`src/rtl/pipeline_ctrl_pkg.sv`:
```
// pipeline_ctrl_pkg: shared stall encodings, redirect constants and sequencer states
package pipeline_ctrl_pkg;
  localparam logic STOP = 1'b1;
  localparam logic NO_STOP = 1'b0;
  localparam logic [5:0] STALL_MEM = 6'b011111;
  localparam logic [5:0] STALL_EX = 6'b001111;
  localparam logic [5:0] STALL_ID = 6'b000111;
  localparam logic [5:0] STALL_IF = 6'b000011;
  localparam logic [31:0] EXC_VECTOR = 32'h0000_0020;
  localparam logic [31:0] ERET_CODE = 32'h0000_000e;
  typedef enum logic [1:0] {ST_RUN, ST_EXC_WAIT, ST_FLUSH, ST_REFILL} state_t;
  function automatic logic [5:0] req_stall(input logic s_if, input logic s_id, input logic s_ex, input logic s_mem);
    return s_mem ? STALL_MEM : s_ex ? STALL_EX : s_id ? STALL_ID : s_if ? STALL_IF : '0;
  endfunction
endpackage

```
`src/rtl/pipeline_ctrl_perf.sv`:
```
// pipeline_ctrl_perf: wrapping stall-cycle counter and saturating accepted-exception counter
module pipeline_ctrl_perf (
  input  logic        clk,
  input  logic        rst,
  input  logic        stall_pc,
  input  logic        flush_start,
  output logic [31:0] stall_cycles,
  output logic [15:0] flush_count
);
  always_ff @(posedge clk) begin
    if (rst) begin
      stall_cycles <= '0;
      flush_count <= '0;
    end else begin
      stall_cycles <= stall_cycles + 32'(stall_pc);
      flush_count <= (flush_start && flush_count != 16'hFFFF) ? flush_count + 16'd1 : flush_count;
    end
  end
endmodule

```
`src/rtl/pipeline_ctrl.sv`:
```
// pipeline_ctrl: merges stage stall requests and sequences precise exceptions/ERET flushes
module pipeline_ctrl
  import pipeline_ctrl_pkg::*;
(
  input  logic        clk,
  input  logic        rst,
  input  logic        stallreq_from_if,
  input  logic        stallreq_from_id,
  input  logic        stallreq_from_ex,
  input  logic        stallreq_from_mem,
  input  logic [31:0] excepttype_i,
  input  logic [31:0] cp0_epc_i,
  output logic [5:0]  stall,
  output logic        flush,
  output logic [31:0] new_pc,
  output logic [31:0] stall_cycles,
  output logic [15:0] flush_count
);
  state_t state, next;
  logic [31:0] exc_type, exc_epc;
  logic pending, accept;
  always_comb begin
    pending = excepttype_i != '0;
    accept = !rst && (state == ST_RUN || state == ST_EXC_WAIT) && pending && !stallreq_from_mem;
    next = state == ST_FLUSH ? ST_REFILL : state == ST_REFILL ? ST_RUN :
           accept ? ST_FLUSH : pending ? ST_EXC_WAIT : ST_RUN;
    // REFILL ignores excepttype_i while CP0 settles, so only the request encoding applies there
    stall = (rst || state == ST_FLUSH) ? '0 :
            (state != ST_REFILL && pending) ? STALL_MEM :
            req_stall(stallreq_from_if, stallreq_from_id, stallreq_from_ex, stallreq_from_mem);
  end
  always_ff @(posedge clk) begin
    if (rst) begin
      state <= ST_RUN;
      exc_type <= '0;
      exc_epc <= '0;
    end else begin
      state <= next;
      if (accept) begin
        exc_type <= excepttype_i;
        exc_epc <= cp0_epc_i;
      end
    end
  end
  assign flush = state == ST_FLUSH;
  assign new_pc = flush ? (exc_type == ERET_CODE ? exc_epc : EXC_VECTOR) : '0;
  pipeline_ctrl_perf u_perf (
    .clk(clk),
    .rst(rst),
    .stall_pc(stall[0]),
    .flush_start(accept),
    .stall_cycles(stall_cycles),
    .flush_count(flush_count)
  );
endmodule
```
`config.mk`:
```
export PLATFORM = sky130hd
export DESIGN_NAME = pipeline_ctrl
export DESIGN_NICKNAME = d
export VERILOG_FILES = /design/src/rtl/pipeline_ctrl_pkg.sv /design/src/rtl/pipeline_ctrl_perf.sv /design/src/rtl/pipeline_ctrl.sv
export SDC_FILE = /design/constraint.sdc
export NUM_CORES = 1
export LEC_CHECK = 0
export BUFFER_PORTS_ARGS = -buffer_cell sky130_fd_sc_hd__buf_4
export CAP_MARGIN = 20
export CORE_AREA = 5 5 131 133
export DETAILED_ROUTE_END_ITERATION = 6
export DIE_AREA = 0 0 136 138
export PLACE_DENSITY = 0.57
export SYNTH_ARGS = -nofsm -noshare
export SYNTH_HDL_FRONTEND = slang
export SYNTH_SLANG_ARGS = --single-unit
export TNS_END_PERCENT = 10
```
`constraint.sdc`:
```
create_clock -name clk -period 7.8 [get_ports clk]
set_input_delay 1.17 -clock clk [delete_from_list [all_inputs] [get_ports clk]]
set_output_delay 1.17 -clock clk [all_outputs]
set_load 0.05 [all_outputs]
```
==> results.toml <==
[clock_network]
cts_buffer_depth = 2
cts_made_buffers = 17
cts_tree = "done"
postCtsSetupRepairBufs = 0
worst_skew_pair.late_latency_ps = 410
clock_root_buffer_master = "clkbuf_16"
clock-sinks = 114
cts_hold_buf = 0
cts-resized-gates = 0
cts.reportedPaths.clkPinSlew_ps = 50
cts.htree.levels = 4

[timing]
fin_hold_ws_ps = 452
final.min_clock_period_ps = 4470
setup_violations = 0
max_clock_freq_ghz = 0.224
hold_violations = 0
timing.slew.headroom_pct = 36.8
timing.setup.tns_ps = 0
clock_skew_ps = 6.25
worst-slew-pin-transition_ps = 948
timing_max_transition_violations_final = 0
post-route-period-util_pct = 57.3
grt_setup_unrepaired = "no"

[global_routing]
grt_pass1_vias = 4529
global_route.overflow_total = 0
number_of_antenna_violations_at_the_first_check_in_global_routing = 0
maximum_number_of_pins_on_one_net_before_global_route_repair = 80
global_route_wire_length_before_repair_um = 22400
groute.usage.overall_pct = 14.8

[drt]
drt_pre_antenna_iters = 5
detailed_route_iter0_violations = 225
ant_nets = 0
drcViolationCount = 0
wl_per_cell_um = 14.8
total_length_of_routed_wires_um = 13900
route.detailed.vias_per_inst = 4.91
route.vias.total = 4608

[job]
number_of_violations_of_the_max_capacitance_limit = 0

[worst_setup_path]
critical_path.max_stage_delay_ps = 460
path_delay_family = "simple AND/OR/NAND/NOR gates"
path_max_fanout = 4
crit_type = "input pin to output pin"
critical-path-top-cell-by-count = "buf_4"
worstSetupEndpointType = "output pin"
critical_path_required_ps = 6630
crit_slowest_cell = "nor4_1"
timing.critical_path.from_type = "input pin"
crit_chain = "buf_4 -> nor4_1 -> nand4_1 -> or2_2 -> a211o_1 -> o31a_1 -> buf_4"
path_buf_inv = 2
timing.critical_path.arrival_ps = 3300

[final_layout]
drive_above_1_share_pct = 27.8
layout.cell_area.non_filler_sq_mm = 0.00693
nNetsFinal = 784
insertedDiodeCount = 0
finish.utilization_pct = 44.1
area_grow_syn2layout_pct = 39.2

[place]
port-buffer-count = 155
dpl.hpwl_um = 9740
place_area_sq_mm = 0.00625
gp_congestion = 0.764

[synthesis]
postSynthRegisterBits = 114
synth.net_count = 646
gate_count_after_technology_mapping = 572
warnings_synthesis = 0
mappedNetlistArea_sq_mm = 0.00498
async_flop_share_pct = 0
netlist-cell-type-count = 45
synth-edff-count = 0
synth-main-ff-cell = "dfxtp_1"
post_syn_area_per_cell_sq_um = 8.71
synth_sequential_area_ratio_pct = 45.8

[power]
p_per_area_mw_per_mm2 = 236
p_sw_uw = 366
static-leakage-power_nw = 2.93
share_clk_of_total_power_pct = 54.5
internal_power_mw = 1.27
logic_pwr_share_pct = 8.1
sequential_fraction_of_design_power_pct = 37.4
power.total_mw = 1.64
switching_share_pct = 22.3
worst_supply_voltage_drop_on_vdd_mv = 0.135

[floorplan]
die_area_sq_mm = 0.0188
fp-row-count = 46
die_h_um = 138
initial_core_utilization_pct = 31.7
core_area_sq_mm = 0.0157
die_width_um = 136
count_of_boundary_i_o_pins = 157

[run_status]
result_of_the_run = "complete, no violations"

[worst_hold_path]
hold_path.class = "flop to flop"
-- worst reg2reg max path: stages (launching register included) --
cell and delay (ps):
dfxtp_1 350, nand2b_1 200, inv_1 410, nor2_1 400
o31a_1 280, ha_1 170, ha_1 200, nand4_1 160
nor4_2 800, nand4_1 210, xor2_1 200, nor2_1 60
-- synth_stat cells (2+ instances only) --
| master | instances | area share [%] |
|---|---|---|
| a21oi_1 | 44 | 4.4 |
| and2_1 | 5 | 0.63 |
| and3_1 | 38 | 4.8 |
| and4_1 | 5 | 0.88 |
| buf_2 | 7 | 0.70 |
| buf_4 | 4 | 0.60 |
| buf_6 | 4 | 0.90 |
| clkbuf_1 | 22 | 1.7 |
| dfxtp_1 | 114 | 46 |
| ha_1 | 4 | 1.0 |
| inv_1 | 5 | 0.38 |
| mux2i_1 | 34 | 6.8 |
| nand2_1 | 80 | 6.0 |
| nand3_1 | 17 | 1.7 |
| nand3b_1 | 2 | 0.30 |
| nand4_1 | 19 | 2.4 |
| nor2_1 | 67 | 5.1 |
| nor2b_1 | 2 | 0.25 |
| nor3_1 | 3 | 0.30 |
| nor4_1 | 17 | 2.1 |
| nor4_2 | 2 | 0.50 |
| o21a_1 | 2 | 0.30 |
| o21ai_0 | 3 | 0.30 |
| o21ai_1 | 2 | 0.20 |
| o311ai_0 | 6 | 1.1 |
| o31ai_1 | 5 | 0.75 |
| o41ai_1 | 7 | 1.2 |
| or2_2 | 2 | 0.25 |
| or3_1 | 3 | 0.38 |
| or4_1 | 5 | 0.75 |
| xnor2_1 | 7 | 1.2 |
| xor2_1 | 22 | 3.9 |
-- flip-flops by register name (all words and copies together) (netlist names) --
register / cells
exc_epc: 32
exc_type: 32
state: 2
u_perf.flush_count: 16
u_perf.stall_cycles: 32
-- final timing paths --
path                                                           end  depth (start not counted)  slack, ps                      start
worst max register to register  u_perf.stall_cycles[26]$_SDFF_PP0_                         11       4220        state[0]$_SDFF_PP0_
worst max-delay path                                      stall[1]                          7       3330           excepttype_i[16]
worst min register to register           exc_type[27]$_SDFFE_PP0P_                          2        450  exc_type[27]$_SDFFE_PP0P_
worst min-delay path                     exc_type[27]$_SDFFE_PP0P_                          2        450  exc_type[27]$_SDFFE_PP0P_
-- power groups by stage --
stage               Combinational (mW)  Clock (mW)  Sequential (mW)
CTS                              0.136       0.917            0.613
detailed placement               0.135           0            0.625
finish                           0.133       0.892            0.613
global placement                 0.132           0            0.624
floorplan                       0.0778           0            0.628
global route                     0.146       0.943            0.615
-- layout make-up --
cell class | count | area, sq um
repair buffers | 158 | 1190
fillers | 1568 | 8780
clock buffers | 19 | 453
well taps | 216 | 270
flip-flops and latches | 114 | 2280
multi-input cells | 414 | 2490
inverters | 5 | 18.8
clock inverters | 13 | 231
-- metal layers --
layer,vias up,track usage (%),routed length (um)
li1,2302,-,-
met1,2145,17.6,5990
met2,145,22.7,6350
met3,16,7.76,1340
met4,0,5.04,201
met5,-,0,0
-- cells in the final DEF, fill, tap and decap left out, types with 7 or more instances in the layout --
| master | instances |
|---|---|
| a21oi_1 | 44 |
| and3_1 | 38 |
| buf_4 | 158 |
| clkbuf_16 | 17 |
| dfxtp_1 | 114 |
| mux2i_1 | 34 |
| nand2_1 | 80 |
| nand3_1 | 17 |
| nand4_1 | 19 |
| nor2_1 | 67 |
| nor4_1 | 17 |
| o41ai_1 | 7 |
| xnor2_1 | 7 |
| xor2_1 | 22 |
-- through the flow --
stage | instances | worst slack (ps)
after floorplan | 572 | 3980
after global placement | 907 | 3340
after detailed placement | 907 | 3350
after CTS | 939 | 3340
after global routing | 939 | 3180
final | 939 | 3330
-- cell families after synthesis --
group	after synthesis	share of synthesized area (%)
flops	114	45.8
simple gates	274	27.8
mux	34	6.83
fa+ha+maj	4	1.01
buf+inv	44	4.60
compound gates	72	8.77
other cells	1	0.0753
xor+xnor	29	5.10
(Power assumes the default switching activity.)
